File: src/rtl/plru_array_master_if.sv
// Bundle between the cache control side, the PLRU read-modify-write master and the
// metadata array (csb0/web0/addr0/din0/dout0).
//
// Handshake: a request transfers on a rising clk edge where req_valid and req_ready
// are both 1. The requester keeps req_valid, req_op, req_set and req_way stable until
// that edge. rsp_valid is a single-cycle pulse with no back-pressure; rsp_way is
// meaningful only while rsp_valid is 1. Array strobes csb0/web0 are active-low.
`timescale 1ns/1ps
interface plru_array_master_if #(
  parameter int S_INDEX = 4,
  parameter int WAYS    = 4
);
  localparam int LW = $clog2(WAYS);
  localparam int W  = WAYS - 1;

  logic               req_valid;
  logic               req_ready;
  logic               req_op;
  logic [S_INDEX-1:0] req_set;
  logic [LW-1:0]      req_way;
  logic               rsp_valid;
  logic [LW-1:0]      rsp_way;
  logic               csb0;
  logic               web0;
  logic [S_INDEX-1:0] addr0;
  logic [W-1:0]       din0;
  logic [W-1:0]       dout0;

  // The PLRU master: takes requests, returns responses, drives the array port.
  modport master (
    input  req_valid, req_op, req_set, req_way, dout0,
    output req_ready, rsp_valid, rsp_way, csb0, web0, addr0, din0
  );

  // Everything around the master: requester plus array.
  modport slave (
    output req_valid, req_op, req_set, req_way, dout0,
    input  req_ready, rsp_valid, rsp_way, csb0, web0, addr0, din0
  );
endinterface

File: src/rtl/plru_array_master.sv
// Tree-PLRU array master. Owns one single-port PLRU metadata array: optionally clears
// it after reset, then services touch (hit update) and victim (replacement query)
// requests by read-modify-write, one request in flight.
//
// Optional feature macro: PLRU_INIT_SWEEP_EN
//   defined     -> reset enters INIT and writes zero to every set before going IDLE.
//   not defined -> reset enters IDLE directly; the array's own reset clears contents.
//
// Tree layout: heap-indexed nodes, root 0, children 2n+1 / 2n+2. A node bit of 0
// points left, 1 points right. dbg_state_o exposes the FSM state.
`timescale 1ns/1ps
module plru_array_master #(
  parameter int S_INDEX = 4,
  parameter int WAYS    = 4,
  parameter int RD_LAT  = 0
) (
  input  logic               clk,
  input  logic               rst_n,
  plru_array_master_if.master bus,
  output logic [2:0]         dbg_state_o
);
  localparam int LW = $clog2(WAYS);
  localparam int W  = WAYS - 1;
  localparam int NW = (W > 1) ? $clog2(W) : 1;

  localparam logic [2:0] ST_INIT = 3'd0;
  localparam logic [2:0] ST_IDLE = 3'd1;
  localparam logic [2:0] ST_RD   = 3'd2;
  localparam logic [2:0] ST_WT   = 3'd3;
  localparam logic [2:0] ST_RSP  = 3'd4;

  localparam logic [S_INDEX-1:0] ADDR_LAST = '1;

  logic [2:0]         state_q;
  logic               req_ready_q;
  logic               rsp_valid_q;
  logic [LW-1:0]      rsp_way_q;
  logic               csb0_q;
  logic               web0_q;
  logic [S_INDEX-1:0] addr0_q;
  logic [W-1:0]       din0_q;
  logic               op_q;
  logic [LW-1:0]      way_q;

  logic [W-1:0]       tree_d;
  logic [LW-1:0]      victim_d;

  // Mark every node on way w's path as pointing away from w; other nodes keep their bits.
  function automatic logic [W-1:0] touch_tree(input logic [W-1:0] t, input logic [LW-1:0] w);
    logic [W-1:0]  r;
    logic [LW-1:0] wv;
    logic          b;
    int            node;
    r    = t;
    wv   = w;
    node = 0;
    for (int l = 0; l < LW; l++) begin
      b               = wv[LW-1];
      wv              = wv << 1;
      r[NW'(node)]    = ~b;
      node            = 2 * node + 1 + (b ? 1 : 0);
    end
    return r;
  endfunction

  // Follow the node bits from the root; the bits taken, MSB first, form the victim way.
  function automatic logic [LW-1:0] victim_way(input logic [W-1:0] t);
    logic [LW-1:0] v;
    logic          b;
    int            node;
    v    = '0;
    node = 0;
    for (int l = 0; l < LW; l++) begin
      b    = t[NW'(node)];
      v    = (v << 1) | LW'(b);
      node = 2 * node + 1 + (b ? 1 : 0);
    end
    return v;
  endfunction

  // Updated tree and victim decoded from whatever the array currently returns.
  always_comb begin
    tree_d   = touch_tree(bus.dout0, way_q);
    victim_d = victim_way(bus.dout0);
  end

  // Main FSM: init sweep, accept, read, optional wait, respond/write back.
  always_ff @(posedge clk) begin
    if (!rst_n) begin
`ifdef PLRU_INIT_SWEEP_EN
      state_q   <= ST_INIT;
`else
      state_q   <= ST_IDLE;
`endif
      req_ready_q <= 1'b0;
      rsp_valid_q <= 1'b0;
      rsp_way_q   <= '0;
      csb0_q      <= 1'b1;
      web0_q      <= 1'b1;
      addr0_q     <= '0;
      din0_q      <= '0;
      op_q        <= 1'b0;
      way_q       <= '0;
    end else begin
      rsp_valid_q <= 1'b0;
      case (state_q)
        ST_INIT: begin
          req_ready_q <= 1'b0;
          if (csb0_q) begin
            // First sweep cycle: start writing zero at set 0.
            csb0_q  <= 1'b0;
            web0_q  <= 1'b0;
            addr0_q <= '0;
            din0_q  <= '0;
          end else if (addr0_q == ADDR_LAST) begin
            // Last set written; the sweep counter returns to 0 only here.
            csb0_q      <= 1'b1;
            web0_q      <= 1'b1;
            addr0_q     <= '0;
            req_ready_q <= 1'b1;
            state_q     <= ST_IDLE;
          end else begin
            addr0_q <= addr0_q + S_INDEX'(1);
          end
        end

        ST_IDLE: begin
          csb0_q <= 1'b1;
          web0_q <= 1'b1;
          if (req_ready_q && bus.req_valid) begin
            op_q        <= bus.req_op;
            way_q       <= bus.req_way;
            addr0_q     <= bus.req_set;
            csb0_q      <= 1'b0;
            web0_q      <= 1'b1;
            req_ready_q <= 1'b0;
            state_q     <= ST_RD;
          end else begin
            req_ready_q <= 1'b1;
          end
        end

        ST_RD: begin
          if (RD_LAT == 0) begin
            // Combinational array: read data is valid now, go straight to respond.
            rsp_valid_q <= 1'b1;
            state_q     <= ST_RSP;
            if (op_q) begin
              csb0_q    <= 1'b1;
              web0_q    <= 1'b1;
              rsp_way_q <= victim_d;
            end else begin
              csb0_q    <= 1'b0;
              web0_q    <= 1'b0;
              din0_q    <= tree_d;
              rsp_way_q <= way_q;
            end
          end else begin
            // Registered array: deselect and pick the data up one cycle later.
            csb0_q  <= 1'b1;
            web0_q  <= 1'b1;
            state_q <= ST_WT;
          end
        end

        ST_WT: begin
          rsp_valid_q <= 1'b1;
          state_q     <= ST_RSP;
          if (op_q) begin
            csb0_q    <= 1'b1;
            web0_q    <= 1'b1;
            rsp_way_q <= victim_d;
          end else begin
            csb0_q    <= 1'b0;
            web0_q    <= 1'b0;
            din0_q    <= tree_d;
            rsp_way_q <= way_q;
          end
        end

        ST_RSP: begin
          // Write-back (touch) completes on this edge; array is released for IDLE.
          csb0_q      <= 1'b1;
          web0_q      <= 1'b1;
          req_ready_q <= 1'b1;
          state_q     <= ST_IDLE;
        end

        default: begin
          csb0_q      <= 1'b1;
          web0_q      <= 1'b1;
          req_ready_q <= 1'b0;
          state_q     <= ST_IDLE;
        end
      endcase
    end
  end

  assign bus.req_ready = req_ready_q;
  assign bus.rsp_valid = rsp_valid_q;
  assign bus.rsp_way   = rsp_way_q;
  assign bus.csb0      = csb0_q;
  assign bus.web0      = web0_q;
  assign bus.addr0     = addr0_q;
  assign bus.din0      = din0_q;
  assign dbg_state_o   = state_q;
endmodule
File: src/flat_wrapper.sv
// flat-port wrapper written by rule: the top's interface ports become plain ports
module plru_array_master_flat 
#(
  parameter int S_INDEX = 4,
  parameter int WAYS    = 4,
  parameter int RD_LAT  = 0
)
  (clk, rst_n, dbg_state_o, bus_req_valid, bus_req_op, bus_req_set, bus_req_way, bus_dout0, bus_req_ready, bus_rsp_valid, bus_rsp_way, bus_csb0, bus_web0, bus_addr0, bus_din0);
  plru_array_master_if #(.S_INDEX(S_INDEX), .WAYS(WAYS)) bus_i ();
  input  logic clk;
  input  logic rst_n;
  output logic [2:0] dbg_state_o;
  input wire logic [$bits(bus_i.req_valid)-1:0] bus_req_valid;
  input wire logic [$bits(bus_i.req_op)-1:0] bus_req_op;
  input wire logic [$bits(bus_i.req_set)-1:0] bus_req_set;
  input wire logic [$bits(bus_i.req_way)-1:0] bus_req_way;
  input wire logic [$bits(bus_i.dout0)-1:0] bus_dout0;
  output wire logic [$bits(bus_i.req_ready)-1:0] bus_req_ready;
  output wire logic [$bits(bus_i.rsp_valid)-1:0] bus_rsp_valid;
  output wire logic [$bits(bus_i.rsp_way)-1:0] bus_rsp_way;
  output wire logic [$bits(bus_i.csb0)-1:0] bus_csb0;
  output wire logic [$bits(bus_i.web0)-1:0] bus_web0;
  output wire logic [$bits(bus_i.addr0)-1:0] bus_addr0;
  output wire logic [$bits(bus_i.din0)-1:0] bus_din0;
  assign bus_i.req_valid = bus_req_valid;
  assign bus_i.req_op = bus_req_op;
  assign bus_i.req_set = bus_req_set;
  assign bus_i.req_way = bus_req_way;
  assign bus_i.dout0 = bus_dout0;
  assign bus_req_ready = bus_i.req_ready;
  assign bus_rsp_valid = bus_i.rsp_valid;
  assign bus_rsp_way = bus_i.rsp_way;
  assign bus_csb0 = bus_i.csb0;
  assign bus_web0 = bus_i.web0;
  assign bus_addr0 = bus_i.addr0;
  assign bus_din0 = bus_i.din0;
  plru_array_master #(.S_INDEX(S_INDEX), .WAYS(WAYS), .RD_LAT(RD_LAT)) u_core (.clk(clk), .rst_n(rst_n), .bus(bus_i), .dbg_state_o(dbg_state_o));
endmodule
File: config.mk
export PLATFORM = sky130hd
export DESIGN_NAME = plru_array_master_flat
export DESIGN_NICKNAME = d
export VERILOG_FILES = /design/src/rtl/plru_array_master_if.sv /design/src/rtl/plru_array_master.sv /design/src/flat_wrapper.sv
export SDC_FILE = /design/constraint.sdc
export NUM_CORES = 1
export LEC_CHECK = 0
export ABC_AREA = 1
export BUFFER_PORTS_ARGS = -buffer_cell sky130_fd_sc_hd__buf_4
export CAP_MARGIN = 20
export CORE_MARGIN = 1.5
export CORE_UTILIZATION = 45
export CTS_CLUSTER_DIAMETER = 120
export DETAILED_ROUTE_END_ITERATION = 16
export HOLD_SLACK_MARGIN = 0.02
export PLACE_DENSITY = 0.7
export SYNTH_ARGS = -nofsm -noshare
export SYNTH_HDL_FRONTEND = slang
export SYNTH_SLANG_ARGS = --single-unit
File: constraint.sdc
create_clock -name clk -period 3.2 [get_ports clk]
set_input_delay 0.96 -clock clk [delete_from_list [all_inputs] [get_ports clk]]
set_output_delay 0.96 -clock clk [all_outputs]
set_load 0.02 [all_outputs]
==> impl_results.md, run 1 <==
* Core area at 1962 sq um
* CP max FO at 7
* Share of layout cells above drive strength 1 at 0.2558
* Clk_lat worst skew at 0.31 ns
* Die width at 48.58 um
* DPL Wire Length at 1631 um
* Fmax at 511.7 MHz
* # port buffers at 28
* Fillers at 206
* Leak at 0.6276 nW
* Initial drt markers at 23
* Hold_buf cts at 0
* Area contributors post-synth: dfxtp_1, nand2_1, nor2_1
* Drt first pass iters at 4
* Cell taking the most area after synthesis: dfxtp_1
* Total grt overflow at 0
* RSZ-0062 raised after global routing: no
* CP Launch Type: flip-flop
* Netlist Area Pre-Place at 934.6 sq um
* Row count at 16
* Cts bufs inserted at 3
* Most used DFF post-synth: dfxtp_1
* Synth cell count leaders: nand2_1, nor2_1, dfxtp_1
* Max Root-Sink Buffers at 2
* Number of global-route vias before repair at 831
* Final setup fails at 0
* FF+latch area at 380.4 sq um
* Antenna viol nets, final at 0
* Number of synthesized flops with an enable pin at 0
* CTS resizes at 0
* Part of the cycle the worst path needs at 0.6107
* Required time of the critical path at 2.24 ns
* GRT Total Usage at 0.2026
* Io pins at 29
* Sequential share of the synthesized area at 0.4070
* Setup slack at placement at 1.377 ns
* Status: finished, final reports clean
* Buf/Inv on CP at 1
* Slew @ Worst Pin at 0.2711 ns
* Final hold violations at 0
* Max_slew headroom at 0.8186
* CTS tree: done
* Clk root buf: clkbuf_4
* Crit path max-delay family: flip-flops
* WP data arrival at 0.99 ns
* Htree depth at 1
* Via count at 968
* Fin Setup TNS at 0 ns
* Max VDD drop at 0.3127 mV
* HP Class: flip-flop to flip-flop
* Worst setup margin at 1.246 ns
* Area grow syn2layout at 28.51%
* Syn Area/Cell at 6.629 sq um
* CP max stage cell: dfxtp_1
* DIE AREA at 2360 sq um
* Ys async rst share at 0
* Post-CTS Setup Bufs at 0
* Most frequent cell after synthesis: nand2_1
* Ys Warns at 0
* Tmin final at 1.954 ns
* DRC viols at 0
* Post-synth top area share at 0.4070
* Final Max Slew Viols at 0
* Seq cells post-synth at 19
* Max Clock Skew at 0.006918 ns
* Via/cell ratio at 4.864
* Initial Util at 0.4764
* Power per Cell Area at 549.5 nW/um^2
* Crit end category: primary output
* Max Cap Viol at 0
* Initial antenna violation count at 0
* GP Congestion at 0.8903
* Synth cell types at 19
* Post-Syn Instances at 141
* WL per Instance at 10.50 um
* Crit path kind: flip-flop to primary output
* Clk sink count at 19
* CP max stage delay at 0.49 ns
* Post-Syn Nets at 155
* Height of the die at 48.58 um
* Final #Nets at 187
* ANT cells at 0
* Crit-path cells: buf_4
* Area of the multi-input gates at 490.5 sq um
* DRT Wirelength at 2090 um
* First-pass GRT wire length at 3657 um
* Hold slack at 0.4832 ns
* Largest net degree at the start of global routing at 15
* Reg clk slew, reported paths at 0.11 ns
==> sequential cells by signal, summed over array words and instances (netlist names) <==
register and count:
u_core.dbg_state_o 3, u_core.bus.req_ready 1, u_core.bus.addr0 4, u_core.way_q 2, u_core.bus.csb0 1, u_core.bus.rsp_way 2
u_core.bus.web0 1, u_core.op_q 1, u_core.bus.rsp_valid 1, u_core.bus.din0 3
==> cell type report <==
type,count,area share
Inverter,15,0.04896
Tap cell,27,0.02813
Timing Repair Buffer,28,0.1750
Multi-Input combinational cell,106,0.4083
Clock buffer,3,0.01875
Sequential cell,19,0.3167
Clock inverter,1,0.004167
==> stage by stage <==
step / util / std cells / power, mW / area [sq um]
4_1_cts: 0.6122 / 199 / 0.6649 / 1201
3_5_place_dp: 0.5982 / 195 / 0.5408 / 1174
5_1_grt: 0.6122 / 199 / 0.7068 / 1201
6_report: 0.6122 / 199 / 0.6601 / 1201
2_1_floorplan: - / 141 / 0.4550 / 934.6
3_3_place_gp: 0.5982 / 195 / 0.5373 / 1174
==> metal layers <==
| layer | vias up | GRT usage | wire length (um) |
|---|---|---|---|
| met5 | - | 0 | 0 |
| met4 | 0 | 0.1000 | 43 |
| met3 | 5 | 0.04321 | 135 |
| met2 | 27 | 0.3241 | 957 |
| met1 | 423 | 0.2598 | 952 |
| li1 | 513 | - | - |
==> kinds of logic after synthesis <==
logic type / count (synthesis) / share of synthesized area
adders and majority gates: 1 / 0.01338
DFF: 19 / 0.4070
xor gates and xnor gates: 1 / 0.009373
buffers and inverters: 16 / 0.06827
and+or+nand+nor: 84 / 0.3896
AOI/OAI and AO/OA: 20 / 0.1125
==> power by group <==
part / total [mW] / switching (mW) / internal [mW]
clock network: 0.126 / 0.0792 / 0.0467
registers: 0.303 / 0.0321 / 0.271
logic: 0.231 / 0.138 / 0.0927
total: 0.660 / 0.250 / 0.410
==> layout by cell type (no fill, tap or decap), drive strengths merged <==
cell    synthesis  final
a211oi          1      1
a21oi           8      8
buf             1     28
clkbuf          0      3
clkinv          0      1
dfxtp          19     19
ha              1      1
inv            15     15
nand2          40     40
nand3          11     11
nand4           2      2
nor2           31     31
o21ai          10     10
o21bai          1      1
xor2            1      1
==> worst paths after layout <==
check,startpoint,depth (start not counted),endpoint,slack (ns)
min reg2reg,u_core.bus.web0$_SDFFE_PN1P_,2,u_core.bus.web0$_SDFFE_PN1P_,0.48
max reg2reg,u_core.dbg_state_o[2]$_SDFFE_PN0P_,7,u_core.bus.din0[1]$_SDFFE_PN0P_,1.90
max,u_core.dbg_state_o[1]$_SDFFE_PN0P_,1,dbg_state_o[1],1.25
min,u_core.bus.web0$_SDFFE_PN1P_,2,u_core.bus.web0$_SDFFE_PN1P_,0.48
Power figures use the tool's default switching activity.
==> inputs of run 2 (changes only) <==
Settings changed: ABC_AREA 1 to 0, CORE_UTILIZATION 45 to 44, PLACE_DENSITY 0.7 to 0.71.
Clock period 3.2 ns to 1.6 ns, I/O delays scaled along.
==> run 2 against run 1 <==
Via count down 12%. Sequential share of layout area up 1.1 points. Critical path depth did not move. Core utilization decreased by 1.4 points. Sequential power increased by 82%. Combinational power rose by 20%. Power grew 63%. Global-route usage is 0.44 points lower. First-iteration DRC count decreased by 35%. Non-clock buffer count is 3 higher. Synthesized area fell by 3.6%. Largest power group unchanged. Highest routed layer unchanged.
==> impl_results.md, run 2 <==
* Status: finished, final reports clean (unchanged)
* Max reg flops at 4 (unchanged)
* RSZ-0062 raised after global routing: no (unchanged)
* Most used DFF post-synth: dfxtp_1 (unchanged)
* Share of layout cells above drive strength 1 at 0.2857 (was 0.2558)
* Number of global-route vias before repair at 770 (was 831)
* Via count at 849 (was 968)
* Row count at 16 (unchanged)
* CP max stage delay at 0.56 ns (was 0.49 ns)
* Fin Setup TNS at 0 ns (unchanged)
* Ys Warns at 0 (unchanged)
* GRT Total Usage at 0.1982 (was 0.2026)
* DRC viols at 0 (unchanged)
* CTS resizes at 0 (unchanged)
* Crit-path cells: buf_4 (unchanged)
* Final instance area at 1162 sq um (was 1201 sq um)
* Most common cell after layout, fill and taps aside: buf_4 (was nand2_1)
* Number of synthesized flops with an enable pin at 0 (unchanged)
* Max Cap Viol at 0 (unchanged)
* Power per Cell Area at 923.9 nW/um^2 (was 549.5 nW/um^2)
* M2 GR Usage at 0.3395 (was 0.3241)
* Reg clk slew, reported paths at 0.11 ns (about the same)
* Total grt overflow at 0 (unchanged)
* Io pins at 29 (unchanged)
* Post-synth top area share at 0.4222 (was 0.4070)
* Crit end category: primary output (unchanged)
* Largest net degree at the start of global routing at 22 (was 15)
* Commonest cells after routing, fill and taps aside: buf_4, dfxtp_1, o21ai_0 (was nand2_1, nor2_1, buf_4)
* WHS Path Cells at 3 (was 2)
* Die width at 48.25 um (was 48.58 um)
* FF-to-FF setup slack at 0.16 ns (was 1.90 ns)
* Max Root-Sink Buffers at 2 (unchanged)
* Height of the die at 48.25 um (was 48.58 um)
* Most frequent cell after synthesis: dfxtp_1 (was nand2_1)
* GRT Max-Usage Layer: met2 (unchanged)
* ANT cells at 0 (unchanged)
* Slew @ Worst Pin at 0.4632 ns (was 0.2711 ns)
* Hold_buf cts at 0 (unchanged)
* Setup slack at placement at 0.1264 ns (was 1.377 ns)
* Final setup fails at 0 (unchanged)
* Required time of the critical path at 1.12 ns (was 2.24 ns)
* Area grow syn2layout at 29.03% (was 28.51%)
* Worst setup margin at 0.04630 ns (was 1.246 ns)
* Grt met1 use at 0.2416 (was 0.2598)
* CP max FO at 10 (was 7)
* Met3 Usage GRT at 0.03704 (was 0.04321)
* Synth cell types at 29 (was 19)
* Initial antenna violation count at 0 (unchanged)
* Crit path kind: flip-flop to primary output (unchanged)
* Htree depth at 1 (unchanged)
* Fillers at 207 (was 206)
* Buf/Inv on CP at 1 (unchanged)
* Initial drt markers at 15 (was 23)
* Tmin final at 1.554 ns
* Final #Nets at 148 (was 187)
* FF+latch area at 380.4 sq um (unchanged)
* Initial Util at 0.4639 (was 0.4764)
* Sequential share of the synthesized area at 0.4222 (was 0.4070)
* Post-Syn Nets at 117 (was 155)
* Area contributors post-synth: dfxtp_1, o21ai_0, mux2i_1 (was dfxtp_1, nand2_1, nor2_1)
* Clk sink count at 19 (unchanged)
* Core area at 1942 sq um (was 1962 sq um)
* DRT Wirelength at 2043 um (was 2090 um)
* DPL Wire Length at 1490 um (was 1631 um)
* DIE AREA at 2328 sq um (was 2360 sq um)
* Leak at 0.4933 nW (was 0.6276 nW)
* DP Area at 1126 sq um (was 1174 sq um)
* Via/cell ratio at 5.306 (was 4.864)
* WP data arrival at 1.07 ns (was 0.99 ns)
* Ys async rst share at 0 (unchanged)
* Synth cell count leaders: dfxtp_1, o21ai_0, nand2_1 (was nand2_1, nor2_1, dfxtp_1)
* Netlist Area Pre-Place at 900.9 sq um (was 934.6 sq um)
* CP Launch Type: flip-flop (unchanged)
* WL per Instance at 12.77 um (was 10.50 um)
* Fmax at 643.6 MHz
* CP max stage cell: dfxtp_1 (unchanged)
* Drt first pass iters at 4 (unchanged)
* Post-CTS Setup Bufs at 0 (unchanged)
* Max_slew headroom at 0.6906 (was 0.8186)
* # port buffers at 28 (unchanged)
* HP Class: input port to flip-flop (was flip-flop to flip-flop)
* GP Congestion at 0.8463 (was 0.8903)
* Seq cells post-synth at 19 (unchanged)
* Post-Syn Instances at 103 (was 141)
* Final Max Slew Viols at 0 (unchanged)
* Clk root buf: clkbuf_4 (unchanged)
* Cts bufs inserted at 3 (unchanged)
* Area of the multi-input gates at 484.2 sq um (was 490.5 sq um)
* Final hold violations at 0 (unchanged)
* Path depth of the worst reg2reg path at 4 (was 7)
* Max VDD drop at 0.6285 mV (was 0.3127 mV)
* Crit path max-delay family: flip-flops (unchanged)
* Antenna viol nets, final at 0 (unchanged)
* Part of the cycle the worst path needs at 0.9711
* CTS tree: done (unchanged)
* Clk_lat worst skew at 0.30 ns (was 0.31 ns)
* Syn Area/Cell at 8.746 sq um (was 6.629 sq um)
* Cell taking the most area after synthesis: dfxtp_1 (unchanged)
* Max Clock Skew at 0.003677 ns (was 0.006918 ns)
* First-pass GRT wire length at 3222 um (was 3657 um)
* Instance count on the critical path at 1 (unchanged)
run 2: cell count changes after synthesis, moves of 5 or more:
cell / before / now
nor2_1: 28 / 2
mux2i_1: 0 / 5
nor2b_1: 0 / 8
nand2_1: 35 / 11
inv_1: 12 / 1
run 2: path summary, 6_finish.rpt:
| path | from | endpoint |
|---|---|---|
| setup reg to reg | u_core.dbg_state_o[1]$_SDFFE_PN0P_ | u_core.way_q[1]$_SDFFE_PN0P_ |
| hold reg to reg | u_core.bus.din0[1]$_SDFFE_PN0P_ | u_core.bus.din0[1]$_SDFFE_PN0P_ |
| setup / recovery | u_core.dbg_state_o[1]$_SDFFE_PN0P_ | dbg_state_o[1] |
| hold / removal | bus_req_op | u_core.op_q$_SDFFE_PN0P_ |
run 2: routing by layer:
metal | vias up | routed length [um]
met2 | 20 | 1002
met1 | 402 | 928
met5 | - | 0
met3 | 2 | 97
li1 | 425 | -
met4 | 0 | 14
run 2: cell type report:
| cell class | count | area share |
|---|---|---|
| multi-input cells | 78 | 0.4166 |
| well taps | 27 | 0.02906 |
| flip-flops and latches | 19 | 0.3272 |
| clock buffers | 3 | 0.01938 |
| clock inverters | 1 | 0.004306 |
| inverters | 1 | 0.003229 |
| repair buffers | 31 | 0.2002 |
run 2: kinds of logic (layout without fill, tap and decap cells):
| group | Yosys count | count (layout) | share of synthesized area |
|---|---|---|---|
| AOI/OAI and AO/OA | 31 | 31 | 0.2014 |
| adders and majority gates | 1 | 1 | 0.01389 |
| buffers and inverters | 6 | 36 | 0.05000 |
| DFF | 19 | 19 | 0.4222 |
| muxes | 5 | 5 | 0.05556 |
| and+or+nand+nor | 41 | 41 | 0.2570 |
run 2: tightest hold or removal path, cell delays in order:
cell	delay, ns
buf_4	0.08
mux2i_1	0.05
nor2b_1	0.10
run 2: power by group:
part | leakage, nW | switching, mW | internal [mW]
clock | 0.0177 | 0.151 | 0.0930
sequential | 0.155 | 0.0418 | 0.510
combinational | 0.320 | 0.147 | 0.131
run 2: through the flow:
step / hold WS [ns] / cells / utilization / total power, mW
floorplan: 0.4942 / 103 / - / 0.7312
global placement: 0.4586 / 156 / 0.5799 / 0.8303
detailed placement: 0.4683 / 156 / 0.5799 / 0.8371
CTS: 0.4335 / 160 / 0.5941 / 1.079
global route: 0.4627 / 160 / 0.5986 / 1.141
finish: 0.4403 / 160 / 0.5986 / 1.074
==> inputs of run 3 (changes only) <==
Settings changed: SETUP_SLACK_MARGIN set to 0.1.
==> run 3 against run 2 <==
Sequential cell count unchanged. Cell count unchanged. Maximum frequency increased by 7.6%. Combinational power about the same. Power about the same. First-iteration DRC count unchanged. Non-clock buffer count unchanged. Core utilization increased by 0.19 points. Die area unchanged. Critical path depth increased by 1.
==> impl_results.md, run 3 (same netlist as run 2, synthesis figures left out) <==
* DP Area at 1126 sq um (unchanged)
* Initial antenna violation count at 0 (unchanged)
* Antenna viol nets, final at 0 (unchanged)
* Comb pwr share at 0.259 (about the same)
* Crit-path cells: buf_4, buf_4 (was buf_4)
* Net Sw Power at 0.3391 mW (was 0.3398 mW)
* Initial drt markers at 15 (unchanged)
* Crit end category: primary output (unchanged)
* Final #Nets at 148 (unchanged)
* FF+latch area at 384.1 sq um (was 380.4 sq um)
* Status: finished, final reports clean (unchanged)
* Worst Setup EP: dbg_state_o[0] (was dbg_state_o[1])
* Switching share of power at 0.3156 (was 0.3165)
* Final setup fails at 0 (unchanged)
* Int Power at 0.7354 mW (was 0.7341 mW)
* Height of the die at 48.25 um (unchanged)
* Commonest cells after routing, fill and taps aside: buf_4, dfxtp_1, o21ai_0 (unchanged)
* Core area at 1942 sq um (unchanged)
* Max Root-Sink Buffers at 2 (unchanged)
* Share of layout cells above drive strength 1 at 0.3083 (was 0.2857)
* Fmax at 692.7 MHz (was 643.6 MHz)
* WP data arrival at 0.96 ns (was 1.07 ns)
* Total grt overflow at 0 (unchanged)
* Max VDD drop at 0.6285 mV (about the same)
* Drt first pass iters at 4 (unchanged)
* DRC viols at 0 (unchanged)
* Tmin final at 1.444 ns (was 1.554 ns)
* DPL Wire Length at 1490 um (unchanged)
* Setup slack at placement at 0.1264 ns (unchanged)
* CTS resizes at 2 (was 0)
* Max Cap Viol at 0 (unchanged)
* CP max stage delay at 0.35 ns (was 0.56 ns)
* Final hold violations at 0 (unchanged)
* CTS tree: done (unchanged)
* CP max stage cell: dfxtp_1 (unchanged)
* Fin Setup TNS at 0 ns (unchanged)
* Clk root buf: clkbuf_4 (unchanged)
* DIE AREA at 2328 sq um (unchanged)
* Fillers at 206 (was 207)
* Number of global-route vias before repair at 770 (unchanged)
* Max_slew headroom at 0.6906 (unchanged)
* Clk sink count at 19 (unchanged)
* Path depth of the worst reg2reg path at 4 (unchanged)
* GP Congestion at 0.8463 (unchanged)
* Row count at 16 (unchanged)
* Slew @ Worst Pin at 0.4632 ns (about the same)
* CP max FO at 9 (was 10)
* Cell mode on critical path: buf_4
* Seq pwr share at 0.515 (was 0.514)
* Area of the multi-input gates at 484.2 sq um (unchanged)
* Worst setup margin at 0.1563 ns (was 0.04630 ns)
* Final Max Slew Viols at 0 (unchanged)
* Io pins at 29 (unchanged)
* Most common cell after layout, fill and taps aside: buf_4 (unchanged)
* HP Class: input port to flip-flop (unchanged)
* Critical R2R Capture: u_core.way_q[1]$_SDFFE_PN0P_ (unchanged)
* Crit path from: u_core.dbg_state_o[0]$_SDFFE_PN1P_ (was u_core.dbg_state_o[1]$_SDFFE_PN0P_)
* Power Total at 1.074 mW (about the same)
* Max reg flops at 4 (unchanged)
* Clk_lat worst skew at 0.30 ns (about the same)
* Crit path kind: flip-flop to primary output (unchanged)
* Required time of the critical path at 1.12 ns (about the same)
* GRT Total Usage at 0.1982 (unchanged)
* Post-CTS Setup Bufs at 0 (unchanged)
* Largest net degree at the start of global routing at 22 (unchanged)
* Initial Util at 0.4639 (unchanged)
* RSZ-0062 raised after global routing: yes (was no)
* Htree depth at 1 (unchanged)
* First-pass GRT wire length at 3222 um (unchanged)
* WL per Instance at 12.77 um (unchanged)
* Hold_buf cts at 0 (unchanged)
* DRT Wirelength at 2043 um (unchanged)
* Power per Cell Area at 921.4 nW/um^2 (was 923.9 nW/um^2)
* R2r startpoint: u_core.dbg_state_o[1]$_SDFFE_PN0P_ (unchanged)
* Area grow syn2layout at 29.44% (was 29.03%)
* Die width at 48.25 um (unchanged)
* Part of the cycle the worst path needs at 0.9023 (was 0.9711)
* Final instance area at 1166 sq um (was 1162 sq um)
* Max Clock Skew at 0.004526 ns (was 0.003677 ns)
* ANT cells at 0 (unchanged)
* Leak at 0.4939 nW (was 0.4933 nW)
* FF-to-FF setup slack at 0.23 ns (was 0.16 ns)
* CP Launch Type: flip-flop (unchanged)
* # port buffers at 28 (unchanged)
* Clock power share at 0.226 (was 0.227)
* Via/cell ratio at 5.313 (was 5.306)
* Cts bufs inserted at 3 (unchanged)
* Reg clk slew, reported paths at 0.11 ns (about the same)
* Via count at 850 (was 849)
run 3: worst min-delay path by stage:
| stage | from | to | slack [ns] | depth (start not counted) |
|---|---|---|---|---|
| after floorplan | u_core.way_q[0]$_SDFFE_PN0P_ | u_core.way_q[0]$_SDFFE_PN0P_ | 0.49 | 2 |
| after global placement | u_core.bus.din0[1]$_SDFFE_PN0P_ | u_core.bus.din0[1]$_SDFFE_PN0P_ | 0.46 | 2 |
| after detailed placement | u_core.bus.din0[0]$_SDFFE_PN0P_ | u_core.bus.din0[0]$_SDFFE_PN0P_ | 0.47 | 2 |
| after CTS | bus_req_op | u_core.op_q$_SDFFE_PN0P_ | 0.43 | 3 |
| after global routing | rst_n | u_core.bus.web0$_SDFFE_PN1P_ | 0.46 | 2 |
| final | bus_req_op | u_core.op_q$_SDFFE_PN0P_ | 0.44 | 3 |
run 3: stage by stage:
stage          utilization  hold WS [ns]  instances
6_report            0.6005        0.4413        160
5_1_grt             0.6005        0.4627        160
4_1_cts             0.5954        0.4335        160
3_5_place_dp        0.5799        0.4683        156
3_3_place_gp        0.5799        0.4586        156
2_1_floorplan            -        0.4942        103
run 3: final cells by class:
| cell class | count | area share |
|---|---|---|
| multi-input combinational | 78 | 0.4152 |
| sequential | 19 | 0.3294 |
| timing repair buffer | 31 | 0.1996 |
| tap | 27 | 0.02897 |
| clock buffer | 3 | 0.01931 |
| clock inverter | 1 | 0.004292 |
| inverter | 1 | 0.003219 |
run 3: per-layer routing:
layer | GRT usage | part of all wire | vias to the layer above | wire length [um]
li1 | - | - | 425 | -
met1 | 0.2416 | 0.45 | 403 | 929
met2 | 0.3395 | 0.49 | 20 | 1001
met3 | 0.03704 | 0.047 | 2 | 97
met4 | 0.08108 | 0.0069 | 0 | 14
met5 | 0 | 0 | - | 0
run 3: worst max-delay path: cells and delay by family (launching register included):
family   cells  cell delay (ns)
buf+inv      2             0.32
flops        1             0.35
run 3: power by group through the flow:
stage / combinational [mW] / sequential, mW / clock (mW)
2_1_floorplan: 0.137 / 0.594 / 0
5_1_grt: 0.308 / 0.560 / 0.275
3_5_place_dp: 0.276 / 0.561 / 0
4_1_cts: 0.277 / 0.551 / 0.251
3_3_place_gp: 0.271 / 0.560 / 0
6_report: 0.278 / 0.553 / 0.243
